[config.mk]
export PLATFORM = sky130hd
export DESIGN_NAME = round_robin_distributor_flat
export DESIGN_NICKNAME = d
export VERILOG_FILES = /design/src/rtl/round_robin_distributor_if.sv /design/src/rtl/round_robin_distributor.sv /design/src/flat_wrapper.sv
export SDC_FILE = /design/constraint.sdc
export NUM_CORES = 1
export LEC_CHECK = 0
export ABC_CLOCK_PERIOD_IN_PS = 2400
export CAP_MARGIN = 20
export CORE_MARGIN = 1
export CORE_UTILIZATION = 35
export CTS_CLUSTER_DIAMETER = 120
export DETAILED_ROUTE_END_ITERATION = 10
export REMOVE_ABC_BUFFERS = 1
export SETUP_SLACK_MARGIN = 0.3
export SKIP_LAST_GASP = 1
export SYNTH_ARGS = -nofsm -noshare
export SYNTH_HDL_FRONTEND = slang
export SYNTH_SLANG_ARGS = --single-unit
[constraint.sdc]
create_clock -name clk -period 2.4 [get_ports clk]
set_input_delay 0.36 -clock clk [delete_from_list [all_inputs] [get_ports clk]]
set_output_delay 0.36 -clock clk [all_outputs]
set_load 0.02 [all_outputs]
[src/rtl/round_robin_distributor_if.sv]
// Bundle between the single producer / four consumers and the distributor.
// Producer side drives wen/din, consumer side drives ren; the distributor
// returns the registered read word, its one-hot owner, status flags and a
// debug view of its internal occupancy and priority pointer.
//
// Handshake: a write is taken on any rising edge with wen=1 while full=0;
// with full=1 the word is dropped and wr_error pulses on the next cycle.
// A read is taken on any rising edge with ren!=0 while empty=0; exactly
// one requesting channel wins and sees its valid bit (with dout) during
// the following cycle. Losers get nothing and must keep ren raised.
interface round_robin_distributor_if #(
    parameter int DW    = 8,
    parameter int DEPTH = 8
);
    localparam int CW = $clog2(DEPTH) + 1;

    logic          wen;
    logic [DW-1:0] din;
    logic [3:0]    ren;
    logic [DW-1:0] dout;
    logic [3:0]    valid;
    logic          full;
    logic          empty;
    logic          wr_error;
    logic          rd_error;
    logic [CW-1:0] dbg_count;
    logic [1:0]    dbg_prio;

    // Producer/consumer side.
    modport master (
        output wen, din, ren,
        input  dout, valid, full, empty, wr_error, rd_error, dbg_count, dbg_prio
    );

    // Distributor side.
    modport slave (
        input  wen, din, ren,
        output dout, valid, full, empty, wr_error, rd_error, dbg_count, dbg_prio
    );
endinterface

[src/rtl/round_robin_distributor.sv]
// One write stream buffered in a small FIFO and handed out, one word per
// cycle, to whichever of four requesting consumers currently holds the
// rotating priority. Word order is global: successive pops return words
// in write order no matter which channel receives them.
module round_robin_distributor #(
    parameter int DW    = 8,
    parameter int DEPTH = 8
) (
    input  logic                     clk,
    input  logic                     rst,
    round_robin_distributor_if.slave bus
);
    localparam int AW = $clog2(DEPTH);
    localparam int CW = AW + 1;

    // Storage is never cleared; pointers and count define what is live.
    logic [DW-1:0] mem [DEPTH];

    logic [AW-1:0] wr_ptr;
    logic [AW-1:0] rd_ptr;
    logic [CW-1:0] count;
    logic [1:0]    prio;

    logic [DW-1:0] dout_q;
    logic [3:0]    valid_q;
    logic          wr_error_q;
    logic          rd_error_q;

    logic          full_c;
    logic          empty_c;
    logic          any_req;
    logic          do_push;
    logic          do_pop;
    logic [1:0]    grant;
    logic          grant_found;
    logic [CW-1:0] count_nxt;

    // Occupancy flags and the accept decisions, all from pre-edge count.
    always_comb begin
        full_c  = (count == CW'(DEPTH));
        empty_c = (count == '0);
        any_req = |bus.ren;
        do_pop  = any_req && !empty_c;
        // A full FIFO rejects a write even if a pop frees a slot this edge.
        do_push = bus.wen && !full_c;
    end

    // Rotating-priority search: first requester starting at prio.
    always_comb begin
        grant       = prio;
        grant_found = 1'b0;
        for (int k = 0; k < 4; k++) begin
            if (!grant_found && bus.ren[prio + 2'(k)]) begin
                grant       = prio + 2'(k);
                grant_found = 1'b1;
            end
        end
    end

    // Next occupancy: push and pop in the same edge cancel out.
    always_comb begin
        count_nxt = count;
        case ({do_push, do_pop})
            2'b10:   count_nxt = count + CW'(1);
            2'b01:   count_nxt = count - CW'(1);
            default: count_nxt = count;
        endcase
    end

    // Data array write; the pushed word only becomes visible next edge.
    always_ff @(posedge clk) begin
        if (!rst && do_push) begin
            mem[wr_ptr] <= bus.din;
        end
    end

    // Pointers, occupancy and priority.
    always_ff @(posedge clk) begin
        if (rst) begin
            wr_ptr <= '0;
            rd_ptr <= '0;
            count  <= '0;
            prio   <= '0;
        end else begin
            if (do_push) begin
                wr_ptr <= wr_ptr + AW'(1);
            end
            if (do_pop) begin
                rd_ptr <= rd_ptr + AW'(1);
                prio   <= grant + 2'd1;
            end
            count <= count_nxt;
        end
    end

    // Registered read port and error pulses.
    always_ff @(posedge clk) begin
        if (rst) begin
            dout_q     <= '0;
            valid_q    <= '0;
            wr_error_q <= 1'b0;
            rd_error_q <= 1'b0;
        end else begin
            if (do_pop) begin
                dout_q  <= mem[rd_ptr];
                valid_q <= 4'b0001 << grant;
            end else begin
                dout_q  <= '0;
                valid_q <= '0;
            end
            rd_error_q <= any_req && empty_c;
            wr_error_q <= bus.wen && full_c;
        end
    end

    // Drive the bus outputs.
    always_comb begin
        bus.dout      = dout_q;
        bus.valid     = valid_q;
        bus.full      = full_c;
        bus.empty     = empty_c;
        bus.wr_error  = wr_error_q;
        bus.rd_error  = rd_error_q;
        bus.dbg_count = count;
        bus.dbg_prio  = prio;
    end
endmodule

[src/flat_wrapper.sv]
// flat-port wrapper written by rule: the top's interface ports become plain ports
module round_robin_distributor_flat 
#(
    parameter int DW    = 8,
    parameter int DEPTH = 8
)
  (clk, rst, bus_wen, bus_din, bus_ren, bus_dout, bus_valid, bus_full, bus_empty, bus_wr_error, bus_rd_error, bus_dbg_count, bus_dbg_prio);
  round_robin_distributor_if #(.DW(DW), .DEPTH(DEPTH)) bus_i ();
  input  logic clk;
  input  logic rst;
  input wire logic [$bits(bus_i.wen)-1:0] bus_wen;
  input wire logic [$bits(bus_i.din)-1:0] bus_din;
  input wire logic [$bits(bus_i.ren)-1:0] bus_ren;
  output wire logic [$bits(bus_i.dout)-1:0] bus_dout;
  output wire logic [$bits(bus_i.valid)-1:0] bus_valid;
  output wire logic [$bits(bus_i.full)-1:0] bus_full;
  output wire logic [$bits(bus_i.empty)-1:0] bus_empty;
  output wire logic [$bits(bus_i.wr_error)-1:0] bus_wr_error;
  output wire logic [$bits(bus_i.rd_error)-1:0] bus_rd_error;
  output wire logic [$bits(bus_i.dbg_count)-1:0] bus_dbg_count;
  output wire logic [$bits(bus_i.dbg_prio)-1:0] bus_dbg_prio;
  assign bus_i.wen = bus_wen;
  assign bus_i.din = bus_din;
  assign bus_i.ren = bus_ren;
  assign bus_dout = bus_i.dout;
  assign bus_valid = bus_i.valid;
  assign bus_full = bus_i.full;
  assign bus_empty = bus_i.empty;
  assign bus_wr_error = bus_i.wr_error;
  assign bus_rd_error = bus_i.rd_error;
  assign bus_dbg_count = bus_i.dbg_count;
  assign bus_dbg_prio = bus_i.dbg_prio;
  round_robin_distributor #(.DW(DW), .DEPTH(DEPTH)) u_core (.clk(clk), .rst(rst), .bus(bus_i));
endmodule
==> qor.yml <==
floorplanning:
  start_util: 0.361
  dieArea_um2: 10500
  die_height_um: 102
  io_pins: 37
  core_um2: 9770
  rows: 36
  die_w_um: 102
worst_hold_path:
  hp-start: "u_core.bus.dbg_prio[0]$_SDFFE_PP0N_"
  hold_end: "u_core.bus.dbg_prio[0]$_SDFFE_PP0N_"
  timing.hold.worst.class: "flop to flop"
  hold-path-cell-count: 2
synth:
  async_reset_ff_frac: 0
  synth_edf_count: 64
  synthTopCellsByArea: "edfxtp_1 54%, dfxtp_1 15%, mux4_2 10%"
  netlist_area_um2: 3530
  synth_top_area_frac: 0.544
  ys_seq_area_frac: 0.692
  avgSynthCellArea_um2: 16.0
  ys_ff_latch: 90
  yosys.cell_types.count: 35
  syn_inst: 221
  ys_warn_count: 0
  synth_top_area_cell: "edfxtp_1"
  synthFlopType: "edfxtp_1"
clock_network:
  cts.sinks: 90
  cts_inserted_buffers: 9
  h-tree-depth: 3
  root_buffer: "clkbuf_8"
  insertion_delay_ns: 0.35
  clk_pin_slew_ns: 0.09
  holdBufCountCts: 0
  cts_tree: "built"
  clockBufferDepth: 2
timing:
  min_period_ns: 2.14
  max-slew-margin-rel: 0.557
  worst_pin_slew_ns: 0.664
  rsz0062_at_grt: "true"
  worst_slack_ns: 0.260
  setup_viol: 0
  hold_viol_final: 0
  fin_skew_ns: 0.00838
  fmax_mhz: 467
  period_share: 0.892
  final-max-slew-violation-count: 0
critical_path:
  worstReg2RegStart: "u_core.bus.dbg_count[1]$_SDFFE_PP0P_"
  cp-start-kind: "flop"
  ff2ff_path_depth: 9
  path_cells: "or4b_4 > nand2_4 > ha_4 > xor2_1 > ha_1 > o21bai_1 > xnor2_1 > or3_1 > a21oi_2"
  slowest_stage: "or4b_4"
  cp_max_fo: 2
  r2r_setup_slack_ns: 0.26
  max_stage_delay_ns: 0.55
  arrival_ns: 2.43
  r2r_end: "u_core.bus.dbg_count[2]$_SDFFE_PP0P_"
  cp.required_ns: 2.69
  crit_type: "flop to flop"
  endpoint_kind: "flop"
  cp_num_buf_inv: 0
  cpLargestDelayFamily: "simple AND/OR/NAND/NOR gates"
pwr:
  p_leak_nw: 1.54
  power.total_mw: 4.42
  peakVddDrop_uv: 321
  powerDensity_nw_per_um2: 985
route:
  avgRoutedWirePerCell_um: 15.2
  vias_per_cell: 4.73
  wl_met2_um: 3140
  drc: 0
  wl_met3_um: 191
  drt_wl_total_um: 6530
  wl_met1_um: 3110
  vias: 2028
  first_pass_iters: 4
  top_layer: "met4"
  drt_iter0_drc: 97
  antenna_left: 0
grt:
  grt_usage: 0.136
  overflow: 0
  grt_antenna_before_repair: 0
  grt_start_max_net_pins: 19
  grt_pass1_wl_um: 10000
  grt_pass1_vias: 1912
layout:
  diodes: 0
  final_common_cell: "edfxtp_1"
  design_area_um2: 4480
  layout-drive-gt1-share: 0.264
  nets: 310
  final_cell_mix: "64 x edfxtp_1, 32 x clkdlybuf4s50_1, 32 x buf_4"
  areaGrowthSynthToFinish_pct: 27.0
placed_design:
  place_ws_ns: -0.294
  place_area_um2: 4220
  hpwl_um: 4160
  io_buffer_count: 36
  globalplace.congestion: 0.719
flow_run:
  cap_violations: 0
outcome:
  status: "finished clean"
-- area by class of cell --
class,count,area (um2)
Sequential cell,90,2450
Clock buffer,10,138
Tap cell,133,166
Multi-Input combinational cell,119,1070
Timing Repair Buffer,68,596
Fill cell,879,5290
Clock inverter,6,47.5
Inverter,3,11.3
-- how the worst max path moves through the flow --
stage | from | endpoint | slack, ns | cells past startpoint
after floorplan | u_core.bus.dbg_count[0]$_SDFFE_PP0P_ | u_core.bus.dbg_count[2]$_SDFFE_PP0P_ | -0.45 | 9
after global placement | bus_ren[1] | u_core.bus.dbg_count[2]$_SDFFE_PP0P_ | -0.23 | 10
after detailed placement | bus_ren[1] | u_core.bus.dbg_count[2]$_SDFFE_PP0P_ | -0.29 | 10
after CTS | u_core.bus.dbg_count[1]$_SDFFE_PP0P_ | bus_full | 0.21 | 4
after global routing | u_core.bus.dbg_count[1]$_SDFFE_PP0P_ | u_core.bus.dbg_count[2]$_SDFFE_PP0P_ | 0.15 | 9
final | u_core.bus.dbg_count[1]$_SDFFE_PP0P_ | u_core.bus.dbg_count[2]$_SDFFE_PP0P_ | 0.26 | 9
-- tightest hold or removal path, stage by stage (launching register included) --
cell and delay, ns:
dfxtp_1 0.35, nor2_1 0.11, a211oi_1 0.05
-- sequential cells by signal (all words and copies together), names as in the netlist --
signal                count
u_core.wr_ptr             3
u_core.bus.valid          4
u_core.bus.dout           8
u_core.bus.dbg_count      4
u_core.rd_ptr             3
u_core.mem               64
u_core.bus.dbg_prio       2
u_core.bus.rd_error       1
u_core.bus.wr_error       1
-- kinds of logic (layout without fill, tap and decap cells) --
logic type               count (synthesis)  count (layout)  share of synthesized area
flip-flops                              90              90                      0.692
adder cells (fa/ha/maj)                  4               4                     0.0142
multiplexers                            27              27                      0.133
XOR/XNOR                                 8               8                     0.0198
AO/OA/AOI/OAI                           16              16                     0.0301
buffers and inverters                   12              87                     0.0181
AND/OR/NAND/NOR                         64              64                     0.0928
-- metal layers --
layer	up-vias	global-route usage
li1	978	-
met1	1004	0.176
met2	38	0.220
met3	8	0.0308
met4	0	0.0560
met5	-	0
-- cell usage after synthesis (all sizes together), types with 3 or more instances --
cell type / n
a211oi: 5
a21oi: 3
buf: 7
dfxtp: 26
edfxtp: 64
ha: 4
inv: 3
mux2i: 11
mux4: 16
nand2: 5
nand2b: 6
nor2: 31
nor2b: 3
nor3: 4
o21ai: 5
or3: 3
xnor2: 4
xor2: 4
-- stage by stage --
stage          hold WS [ns]   util  std cells  setup TNS [ns]
3_3_place_gp          0.508  0.431        409          -0.255
6_report              0.548  0.459        429               0
4_1_cts               0.554  0.458        429               0
3_5_place_dp          0.544  0.431        409          -0.365
2_1_floorplan         0.429      -        212          -0.561
5_1_grt               0.591  0.459        429               0
-- where the power goes --
group / internal (mW) / switching, mW / leakage, nW / total [mW]
Combinational: 0.803 / 0.718 / 0.654 / 1.52
Sequential: 1.83 / 0.0943 / 0.793 / 1.92
Clock: 0.419 / 0.555 / 0.0957 / 0.974
Total: 3.05 / 1.37 / 1.54 / 4.42
-- what timing repair did --
item	CTS	global route
endpoints found under the setup margin	4	3
resized for setup	16	5
setup buffers	4	0
cloned	0	0
pin swaps	3	3
Power figures use the tool's default switching activity.
